File: config.mk
export PLATFORM = sky130hd
export DESIGN_NAME = fmap_bank_reader
export DESIGN_NICKNAME = d
export VERILOG_FILES = /design/src/rtl/fmap_bank_reader_pkg.sv /design/src/rtl/fmap_bank_reader_lanevec_fifo2.sv /design/src/rtl/fmap_bank_reader.sv
export SDC_FILE = /design/constraint.sdc
export NUM_CORES = 1
export LEC_CHECK = 0
export CAP_MARGIN = 40
export CORE_ASPECT_RATIO = 0.7
export CORE_MARGIN = 1.5
export CORE_UTILIZATION = 23
export DETAILED_ROUTE_END_ITERATION = 6
export GPL_TIMING_DRIVEN = 1
export HOLD_SLACK_MARGIN = 0.03
export SLEW_MARGIN = 20
export SYNTH_ARGS = -nofsm -noshare
export SYNTH_HDL_FRONTEND = slang
export SYNTH_SLANG_ARGS = --single-unit
File: constraint.sdc
create_clock -name clk -period 2.3 [get_ports clk]
set_input_delay 0.69 -clock clk [delete_from_list [all_inputs] [get_ports clk]]
set_output_delay 0.69 -clock clk [all_outputs]
set_load 0.02 [all_outputs]
File: src/rtl/fmap_bank_reader_pkg.sv
// Shared definitions for the feature-map bank read path: map geometry,
// lane-vector type and controller state encoding.
package fmap_bank_reader_pkg;

   localparam int FMAP_W  = 111;
   localparam int FMAP_H  = 111;
   localparam int LANE_W  = 16;
   localparam int N_LANES = 8;
   localparam int BANK_AW = 32;

   // One bank word: lane 0 occupies the low LANE_W bits.
   typedef logic [N_LANES-1:0][LANE_W-1:0] lanevec_t;

   typedef enum logic [1:0] {
      IDLE  = 2'd0,
      RUN   = 2'd1,
      DRAIN = 2'd2
   } state_t;

   // Counter width able to hold 0..n-1, never narrower than one bit.
   function automatic int cnt_w(input int n);
      return (n > 1) ? $clog2(n) : 1;
   endfunction

endpackage

File: src/rtl/fmap_bank_reader_lanevec_fifo2.sv
// Two-entry FIFO holding {lane vector, eol, last}. The head entry is
// presented combinationally and only changes when it is popped.
module lanevec_fifo2
   import fmap_bank_reader_pkg::*;
#(
   parameter int W = $bits(lanevec_t) + 2
) (
   input  logic         clk,
   input  logic         rst,
   input  logic         push,
   input  logic         pop,
   input  logic [W-1:0] wdata,
   output logic [W-1:0] rdata,
   output logic [1:0]   count
);

   logic [W-1:0] mem [2];
   logic         wr_ptr;
   logic         rd_ptr;
   logic         do_push;
   logic         do_pop;

   assign do_pop  = pop && (count != 2'd0);
   assign do_push = push && ((count != 2'd2) || do_pop);
   assign rdata   = mem[rd_ptr];

   // Storage, pointers and occupancy; push+pop together keeps the count.
   always_ff @(posedge clk or negedge rst) begin
      if (!rst) begin
         mem[0] <= '0;
         mem[1] <= '0;
         wr_ptr <= 1'b0;
         rd_ptr <= 1'b0;
         count  <= 2'd0;
      end else begin
         if (do_push) begin
            mem[wr_ptr] <= wdata;
            wr_ptr      <= ~wr_ptr;
         end
         if (do_pop) begin
            rd_ptr <= ~rd_ptr;
         end
         case ({do_push, do_pop})
            2'b10:   count <= count + 2'd1;
            2'b01:   count <= count - 2'd1;
            default: count <= count;
         endcase
      end
   end

endmodule

File: src/rtl/fmap_bank_reader.sv
// Raster-scan read controller for the 8-lane feature-map bank. Issues one
// read per free buffer slot, captures the returned lane vector with its
// row/map position tags, and streams it to the expand stage.
//
// Stream handshake: a beat moves on every rising edge where m_valid and
// m_ready are both high; while m_valid is high and m_ready low, m_data,
// m_eol and m_last hold their value. m_valid never waits on m_ready.
module fmap_bank_reader
   import fmap_bank_reader_pkg::*;
#(
   parameter int WIDTH  = FMAP_W,
   parameter int HEIGHT = FMAP_H,
   parameter int DW     = LANE_W,
   parameter int LANES  = N_LANES,
   parameter int AW     = BANK_AW
) (
   input  logic                clk,
   input  logic                rst,
   input  logic                start,
   output logic                busy,
   output logic                done,
   output logic                rden,
   output logic [AW-1:0]       rdaddr,
   input  logic [DW*LANES-1:0] rddata,
   output logic                m_valid,
   input  logic                m_ready,
   output logic [DW*LANES-1:0] m_data,
   output logic                m_eol,
   output logic                m_last,
   output logic [1:0]          dbg_state
);

   localparam int XW = cnt_w(WIDTH);
   localparam int YW = cnt_w(HEIGHT);

   state_t          state;
   state_t          state_nx;
   logic [XW-1:0]   x;
   logic [YW-1:0]   y;
   logic            x_end;
   logic            y_end;
   logic            start_acc;
   logic [1:0]      fifo_cnt;
   logic            fifo_pop;

   assign x_end     = (x == XW'(WIDTH - 1));
   assign y_end     = (y == YW'(HEIGHT - 1));
   assign m_valid   = (fifo_cnt != 2'd0);
   assign fifo_pop  = m_valid && m_ready;
   assign dbg_state = state;

   // State register.
   always_ff @(posedge clk or negedge rst) begin
      if (!rst) begin
         state <= IDLE;
      end else begin
         state <= state_nx;
      end
   end

   // Next state: leave RUN on the final address, leave DRAIN once the
   // buffer is empty (straight back into RUN if a start arrives then).
   always_comb begin
      state_nx = state;
      case (state)
         IDLE:    if (start) state_nx = RUN;
         RUN:     if (rden && x_end && y_end) state_nx = DRAIN;
         DRAIN:   if (fifo_cnt == 2'd0) state_nx = start ? RUN : IDLE;
         default: state_nx = IDLE;
      endcase
   end

   // Outputs. The bank answers at the edge that closes the rden cycle, so
   // the credit check is simply the registered buffer occupancy: a read is
   // only issued when a slot is guaranteed free for its data.
   always_comb begin
      rden      = 1'b0;
      busy      = 1'b0;
      done      = 1'b0;
      case (state)
         RUN: begin
            busy = 1'b1;
            rden = (fifo_cnt != 2'd2);
         end
         DRAIN: begin
            busy = (fifo_cnt != 2'd0);
            done = (fifo_cnt == 2'd0);
         end
         default: ;
      endcase
      start_acc = start && ((state == IDLE) || done);
   end

   // Scan position and address; the address stops on the last location.
   always_ff @(posedge clk or negedge rst) begin
      if (!rst) begin
         x      <= '0;
         y      <= '0;
         rdaddr <= '0;
      end else if (start_acc) begin
         x      <= '0;
         y      <= '0;
         rdaddr <= '0;
      end else if (rden) begin
         if (x_end) begin
            x <= '0;
            if (!y_end) y <= y + YW'(1);
         end else begin
            x <= x + XW'(1);
         end
         if (!(x_end && y_end)) rdaddr <= rdaddr + AW'(1);
      end
   end

   lanevec_fifo2 #(
      .W(DW*LANES + 2)
   ) u_fifo (
      .clk   (clk),
      .rst   (rst),
      .push  (rden),
      .pop   (fifo_pop),
      .wdata ({rddata, x_end, x_end && y_end}),
      .rdata ({m_data, m_eol, m_last}),
      .count (fifo_cnt)
   );

endmodule

Word level (Yosys, flattened, before mapping)

Index checks and enable logic that the tools add are counted.

Flip-flop bits (word level): 312
Output and inout bits: 168

$add $sub $neg: 5
Reduce and logical (&&, ||, !) cells: 19
Bitwise logic cells: 4
Mux-type cells: 25
Magnitude comparators: 3
Eq/ne operators: 12

Operators with widths:

| kind                                                      | count |
|---|---|
| two-way mux 130 bit                                       | 4 |
| bitwise mux 260 bit                                       | 1 |
| demux 130 bit (select 1 bit)                              | 1 |
| two-way mux 32 bit                                        | 3 |
| two-way mux 7 bit                                         | 7 |
| adder 32 x 1 -> 32 bit (second input constant)            | 1 |
| adder 7 x 1 -> 7 bit (second input constant)              | 2 |
| == test 7 bit (second input constant)                     | 2 |
| inequality test 2 bit (second input constant)             | 5 |
| logical AND 1 bit                                         | 8 |
| nonzero test 2 bit                                        | 4 |
| two-way mux 2 bit                                         | 3 |
| one-hot mux 2 bit (3 select lines)                        | 1 |
| AND reduction 3 bit                                       | 2 |
| == test 2 x 1 -> 1 bit (second input constant)            | 2 |
| == test 2 bit (second input constant)                     | 2 |
| greater-or-equal comparator 2 bit (second input constant) | 2 |
| zero test 2 bit                                           | 2 |
| NOT 1 -> 2 bit                                            | 2 |
| one-hot mux 2 bit (2 select lines)                        | 1 |
| two-way mux 1 bit                                         | 3 |
| adder 2 x 1 -> 2 bit (second input constant)              | 1 |
| logical OR 1 bit                                          | 2 |
| < comparator 2 x 1 -> 1 bit (second input constant)       | 1 |
| 5 further kinds                                           | 6 |

Depth between registers and ports, before layout

Gate-level depths: netlist of run 1.

Depth after elaboration: 7
Gate-level depth with buffers: 10

Cells and area by module

Synthesis of run 1 repeated with hierarchy kept, for this count alone.

Cell total of the unflattened synthesis: 1011
Area total of the unflattened synthesis: 14064.7 µm²

By module, submodules not included:

| module           | area each (µm²) | instances | cells each |
|---|---|---|---|
| lanevec_fifo2    | 11357.1         | 1         | 710 |
| fmap_bank_reader | 2707.6          | 1         | 301 |

Worst setup path after synthesis of run 1

Ideal clock, no wire load.

Kind: reg2reg
Start: register state[0], in the netlist dbg_state[0]
End: register y[0]
Clock period less this slack: 2.344 ns
Library setup time: 0.132 ns
Required time: 2.168 ns
Data arrival time: 2.212 ns
Stages on the path, launching flop included: 9
Path buffers: 2
Path slack: -0.044 ns
Cell sequence: dfrtp_1 -> inv_1 -> ha_1 -> nor3b_1 -> nor2_1 -> nor2_1 -> clkbuf_1 -> clkbuf_1 -> nor2_1

Cells in the longest elaborated chain, start to end: 6
Elaborated cells on any way between the ends: 12

RTL lines:

| element                                                                        | line                    | RTL |
|---|---|---|
| start: declaration                                                             | fmap_bank_reader.sv:36  | `state_t state;` |
| start signal: assignment                                                       | fmap_bank_reader.sv:57  | `state <= state_nx;` |
| == test 2 bit (*)                                                              | fmap_bank_reader.sv:80  | `case (state)` |
| two-way mux 1 bit (*)                                                          | fmap_bank_reader.sv:80  |  |
| net done                                                                       | fmap_bank_reader.sv:21  | `output logic done,` |
| logical OR 1 bit (*)                                                           | fmap_bank_reader.sv:91  | `start_acc = start && ((state == IDLE) \|\| done);` |
| logical AND 1 bit (*)                                                          | fmap_bank_reader.sv:91  |  |
| inequality test 2 x 1 -> 1 bit (no line) or nonzero test 2 bit (tied branches) | -                       |  |
| AND reduction 3 bit (no line)                                                  | -                       |  |
| end signal: assignment                                                         | fmap_bank_reader.sv:107 | `if (!y_end) y <= y + YW'(1);` |
| end: declaration                                                               | fmap_bank_reader.sv:39  | `logic [YW-1:0] y;` |

The timed path passes the listed nets; every way through them passes the cells marked *.
A chain may end at the register's enable or synchronous reset.

Worst setup path after layout of run 1

Start: register u_fifo.rd_ptr
End: output port m_data[42]

Cells in the longest elaborated chain, start to end: 4

RTL lines:

| element                                                 | line                                 | RTL |
|---|---|---|
| start: declaration                                      | fmap_bank_reader_lanevec_fifo2.sv:19 | `logic rd_ptr;` |
| start signal: assignment                                | fmap_bank_reader_lanevec_fifo2.sv:41 | `rd_ptr <= ~rd_ptr;` |
| NOT 1 -> 2 bit (implied by the code)                    | fmap_bank_reader_lanevec_fifo2.sv:25 | `assign rdata = mem[rd_ptr];` |
| two-way mux 130 bit (implied by the code) (3 in series) | fmap_bank_reader_lanevec_fifo2.sv:25 |  |
| end: declaration                                        | fmap_bank_reader.sv:27               | `output logic [DW*LANES-1:0] m_data,` |

Every way passes these cells. The select of a mux whose other input is x is not followed.

==> results.yml, run 1 <==
grt:
  grt_max_degree: 82
  grt_usage_pct: 12.6
  grt_overflow: 0
  grt_pass1_vias: 11200
  grt_pass1_wl_mm: 63.4
  antenna_found_initial: 3
sta:
  timing.fmax_mhz: 379
  finalMaxSlewViolations: 0
  tightest_slew_ns: 0.473
  relSlewSlack_pct: 68.5
  fin_crit_ns: 2.64
  timing.final.ws_setup_ns: -0.341
  fin_worst_skew_ns: 0.0233
  setup_viol: 131
  hold_viol_final: 0
  finalCritPeriodShare_pct: 115
  rsz0062_at_grt: "yes"
logic_synthesis:
  syn_area_um2: 14000
  yosys_warnings: 0
  async_flop_share_pct: 100
  ys_types: 37
  ys_seq_area_share_pct: 55.6
  syn-num-nets: 1433
  avgSynthCellArea_um2: 10.9
  synth-seq-cells: 312
  yosys_most_used_dff: "dfrtp_1"
  synth_edf_count: 0
  synthCells: 1291
min_path:
  whs_path_depth: 2
  min-delay-start: "u_fifo.mem[256]"
  hp-class: "register to register"
  holdPathEnd: "u_fifo.mem[256]"
floorplanning:
  die_x_um: 298
  die_h_um: 210
  placeableCoreArea_um2: 60200
  start_util_pct: 23.3
  die_area_um2: 62600
  io_pins: 300
  row_count: 75
cells_and_area:
  fin_cells: 2493
  register_area_um2: 7810
  fin_area_um2: 20000
  syn_to_final_growth_pct: 42.6
  layout-drive-gt1-share_pct: 34.3
  nets: 1802
  fillers: 6007
  multiInputGateArea_um2: 6030
routing:
  antenna_left: 0
  drtPass1Iterations: 5
  wl_per_cell_um: 16.4
  vias: 10800
  vias_per_cell: 4.34
  finalWirelength_mm: 40.8
  drtIter0Drc: 597
  drcViolationCount: 0
clock_network:
  clockBufferDepth: 3
  cts_root_buf: "clkbuf_16"
  cts_buffers: 36
  clock_latency_ns: 0.54
  cts.sink_count: 312
  htreeDepth: 2
  cts_tree: "done"
  cts.clk_slew.worst_paths_ns: 0.05
placement:
  port_buffers: 299
  place.gp.congestion: 0.853
  post_dp_cell_area_um2: 18600
  dp.cells: 2397
  dpl_worst_slack_ns: -0.109
  hpwlAfterDp_mm: 27.6
power_and_ir_drop:
  power.leakage_uw: 0.00962
  power_density_nw_per_um2: 1520
  finalPower_uw: 30400
  ir_worst_vdd_mv: 0.738
critical_path:
  critical_path_class: "register to output port"
  start_kind: "register"
  cp_max_fo: 13
  worstReg2RegEnd: "rdaddr[26]"
  reg2reg_depth: 8
  r2r-start: "x[0]"
  reg2reg_slack_ns: 0.14
  worst_setup_path_end_kind: "output port"
  worstPathArrival_ns: 1.95
  cp.required_ns: 1.61
job:
  max_cap_viol_count: 0
run_status:
  failed_checks: "setup timing"
  status: "finished, violations left"
## stage by stage
stage	utilization (%)	TNS (ns)	hold WS, ns
detailed placement	30.9	-5.87	0.458
global route	33.3	-39.47	0.490
global placement	30.9	-4.79	0.454
floorplan	-	0	0.394
finish	33.3	-31.38	0.469
CTS	32.5	-45.05	0.473
## worst max-delay path, stage by stage (launching register included)
cell       delay (ns)
dfrtp_4          0.50
buf_12           0.17
buf_12           0.14
clkbuf_16        0.16
mux2_2           0.27
buf_2            0.16
## placed cells by master (no fill, tap or decap), types with 13 or more instances in the layout
cell             Yosys  layout
buf_4                0      75
clkdlybuf4s15_2      0      14
nor3_1              13      13
buf_2               22      60
dlymetal6s2s_1       0      32
nor2_1              46      44
clkbuf_16            0      38
mux2_2             261     255
buf_6                0      51
dfrtp_1            312     310
nor4_1              15      14
nand2_1            409     407
nand3_1             16      16
a21oi_1             16      16
buf_12               0      25
xnor2_1             28      28
nand4_1             15      15
o21ai_0             13      13
clkdlybuf4s50_1      0     132
## Yosys cell counts, types with 6 or more instances
cell      count  area share (%)
nand2_1     409              11
dfrtp_1     312              56
mux2_2      261              21
clkbuf_1     47             1.3
nor2_1       46             1.2
xnor2_1      28             1.7
buf_2        22            0.78
a21oi_1      16            0.57
nand3_1      16            0.57
nand4_1      15            0.67
nor4_1       15            0.67
nor3_1       13            0.46
o21ai_0      13            0.46
ha_1         10            0.89
inv_1         8            0.21
and2_1        7            0.31
and3_1        7            0.31
buf_1         6            0.16
## cell type report
type | count | share of cell area (%)
diodes | 2 | 0.0250
flip-flops and latches | 312 | 39.0
well taps | 808 | 5.05
inverters | 8 | 0.200
repair buffers | 406 | 19.8
clock buffers | 49 | 5.10
multi-input cells | 896 | 30.1
clock inverters | 12 | 0.644
## flip-flops by register name, summed over array words and instances (netlist names)
| name | count |
|---|---|
| u_fifo.wr_ptr | 1 |
| dbg_state | 2 |
| u_fifo.count | 2 |
| u_fifo.mem | 260 |
| x | 7 |
| rdaddr | 32 |
| y | 7 |
| u_fifo.rd_ptr | 1 |
## worst max-delay path by stage
stage                   from           to  slack [ns]  cells past startpoint
4_1_cts        u_fifo.rd_ptr   m_data[30]       -0.43                      4
3_5_place_dp   u_fifo.rd_ptr   m_data[21]       -0.11                      4
5_1_grt        u_fifo.rd_ptr   m_data[24]       -0.39                      5
6_report       u_fifo.rd_ptr   m_data[42]       -0.34                      5
2_1_floorplan  u_fifo.rd_ptr  m_data[100]         0.1                      4
3_3_place_gp   u_fifo.rd_ptr   m_data[21]       -0.10                      4
## logic make-up after synthesis
logic type	count (synthesis)	synth area share [%]
buffers and inverters	83	2.42
and+or+nand+nor	554	16.6
muxes	261	20.9
xor gates and xnor gates	33	2.06
adders and majority gates	10	0.891
AOI/OAI and AO/OA	38	1.52
DFF	312	55.6
## metal layers
metal	track usage (%)	wire length, µm	share of wire, %
met4	3.06	665	1.6
met2	19.3	18200	45
met5	0	40	0.098
met3	3.66	2890	7.1
met1	17.6	18900	46
## power breakdown
group | leakage (µW) | switching (µW) | internal, µW
clock | 0.000558 | 2340 | 3340
sequential | 0.00383 | 1310 | 7930
combinational | 0.00523 | 7970 | 7510
total | 0.00962 | 11600 | 18800
## repair_timing
| action | CTS | global route |
|---|---|---|
| pin swaps | 0 | 9 |
| buffers inserted | 6 | 24 |
| endpoints found under the setup margin | 168 | 173 |
| hold buffers | 1 | 0 |
| cloned | 1 | 1 |
| gates resized for setup | 391 | 295 |
| endpoints found under the hold margin | 31 | 0 |
Note: power is estimated with default switching activity, not from simulation.
==> inputs of run 2 (changes only) <==
--- a/config.mk
+++ b/config.mk
@@ -6,12 +6,17 @@
 export NUM_CORES = 1
 export LEC_CHECK = 0
 export CAP_MARGIN = 40
+export CELL_PAD_IN_SITES_DETAIL_PLACEMENT = 0
+export CELL_PAD_IN_SITES_GLOBAL_PLACEMENT = 1
 export CORE_ASPECT_RATIO = 0.7
 export CORE_MARGIN = 1.5
 export CORE_UTILIZATION = 23
 export DETAILED_ROUTE_END_ITERATION = 6
 export GPL_TIMING_DRIVEN = 1
 export HOLD_SLACK_MARGIN = 0.03
+export MAX_ROUTING_LAYER = met4
+export PLACE_DENSITY_LB_ADDON = 0.1
+export SKIP_CTS_REPAIR_TIMING = 1
 export SLEW_MARGIN = 20
 export SYNTH_ARGS = -nofsm -noshare
 export SYNTH_HDL_FRONTEND = slang
==> results.yml, run 2 (synthesis gave the netlist of run 1 again) <==
sta:
  setup_viol: 132
  fin_worst_skew_ns: 0.0137
  finalCritPeriodShare_pct: 114
  rsz0062_at_grt: "yes"
  hold_viol_final: 0
  tightest_slew_ns: 0.548
  timing.fmax_mhz: 380
  relSlewSlack_pct: 63.3
  fin_crit_ns: 2.63
  finalMaxSlewViolations: 0
  timing.final.ws_setup_ns: -0.332
routing:
  drcViolationCount: 0
  vias: 10500
  antenna_left: 0
  vias_per_cell: 4.20
  drtPass1Iterations: 4
  drtIter0Drc: 269
  wl_per_cell_um: 17.8
  finalWirelength_mm: 44.3
cells_and_area:
  regMostFlops: "u_fifo.mem"
  mostFrequentLayoutCell: "nand2_1"
  fin_cells: 2492
  largest_reg_flops: 260
  layout-drive-gt1-share_pct: 29.5
  syn_to_final_growth_pct: 45.0
  reg_top3: "u_fifo.mem: 260 flops, rdaddr: 32 flops"
  final_cell_mix: "407 x nand2_1, 309 x dfrtp_1, 260 x mux2_2, 131 x clkdlybuf4s50_1, 109 x dlymetal6s2s_1"
  fin_util_pct: 33.8
  nets: 1792
critical_path:
  startpoint: "u_fifo.rd_ptr"
  r2r-start: "rdaddr[5]"
  start_kind: "register"
  crit_chain: "buf_12 > clkbuf_16 > mux2_2 > dlymetal6s2s_1"
  crit_slowest_cell: "dfrtp_4"
  cp.required_ns: 1.61
  worst_setup_path_end_kind: "output port"
  cp_max_fo: 16
  crit_family: "buffers and inverters"
  worstPathArrival_ns: 1.94
  critical_path_class: "register to output port"
  cp_num_buf_inv: 3
  slowest_delay_ns: 0.44
floorplanning:
  io_pins: 300
  start_util_pct: 23.3
  die_area_um2: 62600
  placeableCoreArea_um2: 60200
  row_count: 75
  die_h_um: 210
  die_x_um: 298
clock_network:
  cts.sink_count: 312
  htreeDepth: 2
  clock_latency_ns: 0.54
  clockBufferDepth: 3
  cts_buffers: 38
  cts_root_buf: "clkbuf_16"
  cts_tree: "done"
  cts.clk_slew.worst_paths_ns: 0.06
grt:
  grt_max_degree: 51
  antenna_found_initial: 4
  grt_pass1_wl_mm: 68.4
  grt_overflow: 0
  grt_usage_pct: 14.5
  grt_pass1_vias: 11100
placement:
  place.gp.congestion: 0.726
  dp.cells: 2405
  dpl_worst_slack_ns: -0.160
  port_buffers: 299
  hpwlAfterDp_mm: 30.2
power_and_ir_drop:
  ir_worst_vdd_mv: 0.565
  power.leakage_uw: 0.0104
  power_density_nw_per_um2: 1520
job:
  max_cap_viol_count: 0
run_status:
  failed_checks: "setup timing"
  status: "finished, violations left"
min_path:
  hp-class: "input pin to async pin"
## run 2: cell count changes in the layout (fill, tap and decap cells not counted), sizes merged
| cell | delta |
|---|---|
| clkinvlp | -3 |
| inv | -2 |
| dlymetal6s2s | +77 |
| buf | -85 |
| clkdlybuf4s50 | -1 |
| clkbuf | +26 |
| dlygate4sd3 | -1 |
| clkdlybuf4s15 | -15 |
| diode | +2 |
| bufinv | +2 |
| clkinv | -1 |
## run 2: per-layer routing
layer	global-route usage (%)	routed length, µm	vias up
li1	-	-	5054
met1	20.1	21800	5167
met2	21.0	19300	201
met3	3.70	2390	50
met4	3.45	762	0
met5	-	0	-
## run 2: metrics by stage
step / hold WS, ns / total power (µW) / instance area [µm²] / setup TNS [ns]
after global routing: 0.0520 / 33000 / 20400 / -45.42
after floorplan: 0.394 / 18000 / 14000 / 0
after global placement: 0.453 / 25200 / 18800 / -10.92
after CTS: 0.0493 / 32100 / 20100 / -93.28
final: 0.0603 / 30900 / 20400 / -33.99
after detailed placement: 0.459 / 25300 / 18800 / -12.19
## run 2: area by class of cell
class | count | area [µm²]
multi-input combinational | 896 | 5990
fill | 6079 | 39800
sequential | 312 | 7810
antenna | 4 | 10.0
timing repair buffer | 394 | 4150
clock buffer | 62 | 1210
inverter | 8 | 30.0
tap | 808 | 1010
clock inverter | 8 | 140
## run 2: worst register-to-register path, cell delays in order (launching register included)
cell and delay (ns):
dfrtp_1 0.41, nand4_1 0.16, or2_2 0.39, nor4_1 0.50, buf_4 0.21, nand4_1 0.10
mux2_2 0.28
## run 2: final timing paths
| check | to | slack, ns | cells after the start |
|---|---|---|---|
| max in group asynchronous | u_fifo.mem[130] | 1.52 | 3 |
| worst min-delay path | u_fifo.mem[139] | 0.06 | 1 |
| min in group clk | u_fifo.mem[134] | 0.47 | 2 |
| worst max register to register | rdaddr[25] | 0.13 | 6 |
| worst max-delay path | m_data[104] | -0.33 | 4 |
| worst min register to register | u_fifo.mem[134] | 0.47 | 2 |
## run 2: power breakdown
group	internal, µW	total (µW)	switching (µW)
registers	7940	9290	1360
clock network	4050	6470	2420
logic	7270	15100	7820
==> inputs of run 3 (changes only) <==
==> constraint.sdc (replaced) <==
create_clock -name clk -period 2.3 [get_ports clk]
set_input_delay 0.345 -clock clk [delete_from_list [all_inputs] [get_ports clk]]
set_output_delay 0.345 -clock clk [all_outputs]
set_load 0.02 [all_outputs]
==> results.yml, run 3 (synthesis gave the netlist of run 1 again) <==
power_and_ir_drop:
  finalPower_uw: 31000
  ir_worst_vdd_mv: 0.565
  power.leakage_uw: 0.00932
  power_density_nw_per_um2: 1550
sta:
  relSlewSlack_pct: 62.4
  hold_viol_final: 0
  rsz0062_at_grt: "yes"
  finalCritPeriodShare_pct: 109
  fin_setup_tns_ns: -6.91
  tightest_slew_ns: 0.562
  fin_worst_skew_ns: 0.0262
  fin_crit_ns: 2.50
  setup_viol: 75
  finalMaxSlewViolations: 0
  timing.final.ws_setup_ns: -0.202
  timing.fmax_mhz: 400
floorplanning:
  die_area_um2: 62600
  io_pins: 300
  start_util_pct: 23.3
  die_h_um: 210
  placeableCoreArea_um2: 60200
  row_count: 75
  die_x_um: 298
run_status:
  status: "finished, violations left"
  failed_checks: "setup timing"
clock_network:
  clock_latency_ns: 0.55
  cts.sink_count: 312
  clockBufferDepth: 3
  cts_root_buf: "clkbuf_16"
  cts_buffers: 38
  cts.clk_slew.worst_paths_ns: 0.06
  htreeDepth: 2
  cts_tree: "done"
cells_and_area:
  reg_top3: "u_fifo.mem: 260 flops, rdaddr: 32 flops"
  register_area_um2: 7810
  final_cell_mix: "408 x nand2_1, 311 x dfrtp_1, 235 x mux2_2, 165 x clkdlybuf4s50_1"
  nets: 1777
  multiInputGateArea_um2: 6040
  syn_to_final_growth_pct: 42.3
  regMostFlops: "u_fifo.mem"
  layout-drive-gt1-share_pct: 30.6
  mostFrequentLayoutCell: "nand2_1"
  fillers: 6137
  fin_area_um2: 20000
  largest_reg_flops: 260
critical_path:
  cp.required_ns: 1.96
  worst_setup_path_end_kind: "output port"
  worstPathArrival_ns: 2.16
  start_kind: "register"
  critical_path_class: "register to output port"
  cp_max_fo: 6
routing:
  wl_per_cell_um: 18.4
  vias_per_cell: 4.23
  drcViolationCount: 0
  finalWirelength_mm: 45.5
  antenna_left: 0
  drtIter0Drc: 337
  drtPass1Iterations: 4
  vias: 10400
placement:
  post_dp_cell_area_um2: 18400
  hpwlAfterDp_mm: 27.9
  place.gp.congestion: 0.735
  port_buffers: 299
job:
  max_cap_viol_count: 0
grt:
  grt_max_degree: 80
  antenna_found_initial: 3
  grt_pass1_wl_mm: 67.7
  grt_overflow: 0
  grt_pass1_vias: 11100
  grt_usage_pct: 14.3
min_path:
  hp-class: "input pin to async pin"
run 3: cell count changes in the layout (fill, tap and decap cells not counted), sizes merged:
cell	change
dlymetal6s2s	-80
clkinvlp	+1
clkdlybuf4s50	+34
clkinv	-3
bufinv	-4
clkbuf	+7
buf	+22
inv	+1
dlygate4sd3	+1
run 3: final timing paths:
| path | start | end | slack, ns | cells past startpoint |
|---|---|---|---|---|
| worst min register to register | u_fifo.mem[152] | u_fifo.mem[152] | 0.47 | 2 |
| worst max register to register | dbg_state[0] | u_fifo.mem[33] | 0.16 | 6 |
| worst max-delay path | u_fifo.rd_ptr | m_data[45] | -0.20 | 6 |
| max in group asynchronous | rst | u_fifo.mem[201] | 1.19 | 4 |
| worst min-delay path | rst | u_fifo.mem[9] | 0.32 | 2 |
| min in group clk | rddata[86] | u_fifo.mem[218] | 0.36 | 3 |
run 3: report_power, final:
group	internal, µW	total, µW	switching [µW]
sequential	7930	9160	1230
combinational	7760	16000	8290
clock	3400	5810	2410
run 3: through the flow:
stage	worst slack (ns)	hold WS, ns	cells	util [%]
6_report	-0.202	0.316	2471	33.2
5_1_grt	-0.280	0.332	2470	33.2
4_1_cts	-0.462	-0.304	2438	32.5
3_5_place_dp	0.166	0.285	2374	30.5
3_3_place_gp	0.157	0.283	2374	30.5
2_1_floorplan	0.172	0.0494	1291	-
run 3: critical path: stages, from the launching register on:
cell	delay (ns)
dfrtp_4	0.56
buf_8	0.17
buf_12	0.14
buf_6	0.11
clkbuf_16	0.15
mux2_4	0.33
buf_6	0.14
run 3: cell type report:
type,instances,area share [%]
flip-flops and latches,312,39.1
multi-input cells,896,30.2
repair buffers,379,19.6
clock buffers,61,5.75
well taps,808,5.06
inverters,8,0.169
clock inverters,3,0.113
diodes,4,0.0501
run 3: per-layer routing:
metal | vias to the layer above | track usage [%] | part of all wire, %
li1 | 5016 | - | -
met1 | 5195 | 20.0 | 50
met2 | 185 | 20.9 | 44
met3 | 49 | 3.31 | 4.9
met4 | 0 | 3.27 | 1.5
met5 | - | - | 0
